### src/rtl/nic_master_arbiter.sv
// rtl/nic_master_arbiter.sv - round-robin arbiter sharing the NIC master port
//
// Purpose:
//   Arbitrates NUM_MASTERS requesters onto the single master port of the
//   4-slave NIC. One transfer is in flight at a time. Each granted transfer
//   runs a SETUP cycle then an ACCESS cycle on the bus. Reads wait RD_LAT
//   cycles after ACCESS, capture bus_rdata and return it on rdata.
//
// Ports:
//   clk, rst              clock, synchronous active-high reset
//   req                   per-master request, held until its gnt bit
//   req_wr_dir            per-master direction (1 write, 0 read)
//   req_addr, req_wdata   per-master operands, 16 bits per master
//   gnt                   one-hot pulse in the SETUP cycle of the winner
//   done                  one-hot pulse when the winner's transfer completes
//   rdata                 read data, updated in the done cycle of a read
//   busy                  high in every state except IDLE
//   bus_sel, bus_enable   NIC master_sel / master_enable
//   bus_wr_dir            NIC master_wr_dir
//   bus_addr, bus_wdata   NIC master_addr / master_wdata
//   bus_rdata             NIC master_rdata

module nic_master_arbiter #(
  parameter int NUM_MASTERS = 4,
  parameter int RD_LAT      = 2
) (
  input  logic                      clk,
  input  logic                      rst,
  input  logic [NUM_MASTERS-1:0]    req,
  input  logic [NUM_MASTERS-1:0]    req_wr_dir,
  input  logic [16*NUM_MASTERS-1:0] req_addr,
  input  logic [16*NUM_MASTERS-1:0] req_wdata,
  output logic [NUM_MASTERS-1:0]    gnt,
  output logic [NUM_MASTERS-1:0]    done,
  output logic [15:0]               rdata,
  output logic                      busy,
  output logic                      bus_sel,
  output logic                      bus_enable,
  output logic                      bus_wr_dir,
  output logic [15:0]               bus_addr,
  output logic [15:0]               bus_wdata,
  input  logic [15:0]               bus_rdata
);

  localparam int IDX_W = (NUM_MASTERS > 1) ? $clog2(NUM_MASTERS) : 1;
  localparam int CNT_W = (RD_LAT > 1) ? $clog2(RD_LAT) : 1;

  typedef enum logic [2:0] {
    S_IDLE   = 3'd0,
    S_SETUP  = 3'd1,
    S_ACCESS = 3'd2,
    S_WAIT   = 3'd3,
    S_DONE   = 3'd4
  } state_t;

  state_t             state;
  logic [IDX_W-1:0]   last_winner;  // also the owner of the transfer in flight
  logic [IDX_W-1:0]   next_winner;
  logic               op_wr;
  logic [CNT_W-1:0]   wait_cnt;

  // Index of the master sitting 'off' positions after the last winner.
  function automatic logic [IDX_W-1:0] rr_index(input logic [IDX_W-1:0] base,
                                                 input int off);
    int sum;
    sum = (int'(base) + off) % NUM_MASTERS;
    return IDX_W'(sum);
  endfunction

  function automatic logic [NUM_MASTERS-1:0] onehot(input logic [IDX_W-1:0] idx);
    logic [NUM_MASTERS-1:0] v;
    v      = '0;
    v[idx] = 1'b1;
    return v;
  endfunction

  // Scan from the farthest position back to the nearest so that the closest
  // requester after last_winner is the one left standing.
  always_comb begin
    next_winner = last_winner;
    for (int i = NUM_MASTERS; i >= 1; i--) begin
      if (req[rr_index(last_winner, i)]) begin
        next_winner = rr_index(last_winner, i);
      end
    end
  end

  always_ff @(posedge clk) begin
    if (rst) begin
      state       <= S_IDLE;
      // Start with the last master as "previous winner" so master 0 is next.
      last_winner <= IDX_W'(NUM_MASTERS - 1);
      op_wr       <= 1'b0;
      wait_cnt    <= '0;
      gnt         <= '0;
      done        <= '0;
      rdata       <= '0;
      busy        <= 1'b0;
      bus_sel     <= 1'b0;
      bus_enable  <= 1'b0;
      bus_wr_dir  <= 1'b0;
      bus_addr    <= '0;
      bus_wdata   <= '0;
    end else begin
      gnt  <= '0;
      done <= '0;
      case (state)
        S_IDLE: begin
          if (|req) begin
            state       <= S_SETUP;
            last_winner <= next_winner;
            op_wr       <= req_wr_dir[next_winner];
            gnt         <= onehot(next_winner);
            busy        <= 1'b1;
            bus_sel     <= 1'b1;
            bus_enable  <= 1'b0;
            bus_wr_dir  <= req_wr_dir[next_winner];
            bus_addr    <= req_addr[int'(next_winner)*16 +: 16];
            bus_wdata   <= req_wr_dir[next_winner] ?
                           req_wdata[int'(next_winner)*16 +: 16] : 16'h0000;
          end
        end

        S_SETUP: begin
          state      <= S_ACCESS;
          bus_enable <= 1'b1;
        end

        S_ACCESS: begin
          bus_sel    <= 1'b0;
          bus_enable <= 1'b0;
          if (op_wr) begin
            state      <= S_DONE;
            done       <= onehot(last_winner);
            bus_wr_dir <= 1'b0;
            bus_wdata  <= 16'h0000;
          end else begin
            state    <= S_WAIT;
            wait_cnt <= CNT_W'(RD_LAT - 1);
          end
        end

        // bus_addr stays put here: the NIC steers its rdata mux with it.
        S_WAIT: begin
          if (wait_cnt == '0) begin
            state <= S_DONE;
            done  <= onehot(last_winner);
            rdata <= bus_rdata;
          end else begin
            wait_cnt <= wait_cnt - 1'b1;
          end
        end

        S_DONE: begin
          state <= S_IDLE;
          busy  <= 1'b0;
        end

        default: begin
          state      <= S_IDLE;
          busy       <= 1'b0;
          bus_sel    <= 1'b0;
          bus_enable <= 1'b0;
          bus_wr_dir <= 1'b0;
          bus_wdata  <= 16'h0000;
        end
      endcase
    end
  end

endmodule

### config.mk
export PLATFORM = sky130hd
export DESIGN_NAME = nic_master_arbiter
export DESIGN_NICKNAME = d
export VERILOG_FILES = /design/src/rtl/nic_master_arbiter.sv
export SDC_FILE = /design/constraint.sdc
export NUM_CORES = 1
export LEC_CHECK = 0
export ABC_AREA = 1
export CAP_MARGIN = 10
export CELL_PAD_IN_SITES_DETAIL_PLACEMENT = 2
export CELL_PAD_IN_SITES_GLOBAL_PLACEMENT = 2
export CORE_ASPECT_RATIO = 1.1
export CORE_MARGIN = 10
export CORE_UTILIZATION = 19
export DETAILED_ROUTE_END_ITERATION = 10
export PLACE_DENSITY = 0.79
export SYNTH_ARGS = -nofsm -noshare
export SYNTH_HDL_FRONTEND = slang
export SYNTH_SLANG_ARGS = --single-unit
### constraint.sdc
create_clock -name clk -period 2.5 [get_ports clk]
set_input_delay 0.625 -clock clk [delete_from_list [all_inputs] [get_ports clk]]
set_output_delay 0.625 -clock clk [all_outputs]
set_load 0.01 [all_outputs]
==> run metrics, run 1 <==
status completed; cts hold-fix bufs 0; Final Setup Violations 0; clk_lat worst skew 0.34 ns; vias in the first global route 5661; Peak VDD IR 0.000594 V; largest area contributor in the netlist dfxtp_1; Post-DP HPWL 16500 um; share of cells above drive strength 1 8.92%; CTS buffer count 9; final WL 20300 um; Netlist cell types 26; top cells by area, synth dfxtp_1 35%, nand2_1 19%, nand3_1 11%; register bit total from synthesis 67; Max-Cap Viols 0; initial antenna violation count 0; GRT overflow 0; Hold Vio Cnt, Final 0; global-route wire length before repair 31600 um; clock sink count 67; fillers 2369; Synth Cell Area 3810 um^2; drt pass-1 iters 5; Tmin final 2.31 ns; Final #Nets 983; XOR/XNOR share of the synthesized area 0%; largest net degree at the start of global routing 38; syn nets 761; DRT antenna net count 0; Max FO, Critical Path 17; crit share post-route 92.5%; max-slew violations 0; endpoint class of the critical path flip-flop; # H-tree levels 3; vias per cell 4.50; reg2reg start last_winner[0]; TritonCTS clock tree built; HP Start bus_wdata[6]; critical path cell sequence clkdlybuf4s50_1 > inv_1 > o21ai_2 > nand2_1 > nand2_1 > nand2_4 > nand3_2 > nand3_1 > nand2_1 > nand2_1 > nand2_4 > nand3_1 > a21oi_1; DRC Markers 0; dpl ws -0.214 ns; worst hold path type reg -> reg; Worst path max stage delay 0.48 ns; final cell utilization of the core 34.5%; input/output buffers 213; die area 26100 um^2; Mapped Cells 603; Avg Inst Size Synth 6.32 um^2; kind of critical path in -> reg; GRT Resource Usage Total 15.3%; via count 4869; RSZ-0062 raised after global routing yes; post-synthesis mux area share 0%; Die Y 169 um; Area Growth Syn to Fin 79.2%; Critical-path top delay cell clkdlybuf4s50_1; worst-margin pin slew 0.523 ns; max frequency 433 MHz; worst path required time 2.77 ns; max_slew headroom 65.1%; Setup WS post-layout 0.189 ns; post-synthesis sequential area ratio 35.2%; Initial Utilization 19.3%; Critical Path Source req[3]; Max Buffers Root-to-Sink 2; initial drt markers 117; Worst R2R Setup Slack 0.30 ns; CP startpoint kind input pin; Die X 155 um; drt wl/cell 18.8 um; root buf cell clkbuf_16; clock slew at reported path FFs 0.06 ns; pwr dens 1410 nW/um^2; routability cong. 0.774; Synth top area share 35.2%; post-synthesis compound-gate area fraction 9.35%; Synth Area in Simple Gates 45.4%; largest family of logic cells by synthesized area simple AND/OR/NAND/NOR gates; clk_skew 0.0111 ns; yosys warns 0; Worst Path Arrival 2.58 ns; most used cell, CP nand2_1; io pins 214; P_leak 2.93 nW; core box area 19800 um^2; row cnt 54; Final Hold Slack 0.463 ns; ANT cells 0; Adder-Cell Fraction of Synth Area 1.31%
==> final timing paths <==
path                   to  cells past startpoint
max          bus_wdata[0]                     13
min          bus_wdata[6]                      2
max reg2reg  bus_wdata[3]                     15
min reg2reg  bus_wdata[6]                      2
==> what timing repair did <==
item,CTS,global route
setup endpoints to repair,0,9
setup buffers,0,2
resized for setup,0,1
==> report_power, final <==
group	internal (mW)	total, mW	switching (mW)
registers	1.42	1.61	0.192
clock network	0.879	1.41	0.526
logic	2.81	6.64	3.83
==> sequential cells by signal (all words and copies together) (netlist names) <==
register	count
bus_addr	16
bus_wdata	16
rdata	16
done	4
gnt	4
state	3
last_winner	2
bus_enable	1
bus_sel	1
bus_wr_dir	1
busy	1
op_wr	1
wait_cnt	1
==> routing by layer <==
| metal | part of all wire, % | track usage (%) | routed length [um] |
|---|---|---|---|
| met1 | 39 | 15.8 | 7840 |
| met2 | 48 | 26.8 | 9820 |
| met3 | 12 | 8.14 | 2490 |
| met4 | 0.72 | 2.84 | 146 |
| met5 | 0 | 0 | 0 |
==> logic make-up after synthesis <==
| family | after synthesis |
|---|---|
| AO/OA/AOI/OAI | 67 |
| AND/OR/NAND/NOR | 395 |
| buffers and inverters | 70 |
| flip-flops | 67 |
| adder cells (fa/ha/maj) | 4 |
==> per-stage QoR <==
step	total power, mW	std cells	cell area [um^2]	TNS [ns]
floorplan	5.39	603	3810	0
global route	10.7	1082	6830	-0.0121
CTS	9.71	1080	6790	0
finish	9.65	1082	6830	0
global placement	8.10	1064	6460	-2.31
detailed placement	8.25	1064	6460	-4.45
==> critical path, delay by kind of cell <==
kind / cells / cell delay (ns)
buffers and inverters: 2 / 0.55
AOI/OAI and AO/OA: 2 / 0.32
and+or+nand+nor: 9 / 1.08
==> layout by cell type, fill, tap and decap left out, drive strengths merged <==
| cell | instances |
|---|---|
| a21oi | 25 |
| buf | 34 |
| bufinv | 2 |
| clkbuf | 9 |
| clkdlybuf4s50 | 213 |
| clkinv | 2 |
| clkinvlp | 2 |
| dfxtp | 67 |
| ha | 4 |
| inv | 35 |
| nand2 | 201 |
| nand3 | 85 |
| nand4 | 16 |
| nor2 | 88 |
| nor3 | 4 |
| nor4 | 1 |
| o21ai | 41 |
| o31ai | 1 |
==> synthesized netlist by cell type <==
cell	count
nor2_1	83
dfxtp_1	67
buf_2	13
clkinv_1	1
nand2_1	194
nand2_4	6
inv_4	2
nand3_2	3
nand2_2	1
buf_4	5
o21ai_4	1
inv_1	29
nor2_4	4
nor3_1	4
ha_1	4
a21oi_1	25
o21ai_2	2
nand4_1	16
o21ai_0	38
nor2_2	1
o31ai_1	1
nand3_1	82
clkbuf_1	14
inv_2	2
nor4_1	1
buf_6	4
==> cell type report <==
class | instances | area (um^2) | share of cell area [%]
Tap cell | 252 | 315 | 4.61
Timing Repair Buffer | 247 | 2570 | 37.7
Inverter | 34 | 133 | 1.94
Clock buffer | 9 | 225 | 3.30
Sequential cell | 67 | 1340 | 19.6
Clock inverter | 7 | 97.6 | 1.43
Multi-Input combinational cell | 466 | 2150 | 31.4
Note: power is estimated with default switching activity, not from simulation.
==> run 2, diff against run 1 <==
Settings changed: CTS_CLUSTER_DIAMETER set to 150.
==> results of run 2 <==
The final DEF is identical to that of run 1; final timing and power are the same.
==> run 3, diff against run 2 <==
Settings changed: SKIP_CTS_REPAIR_TIMING set to 1.
==> results of run 3 <==
The final DEF is identical to that of run 1; final timing and power are the same.
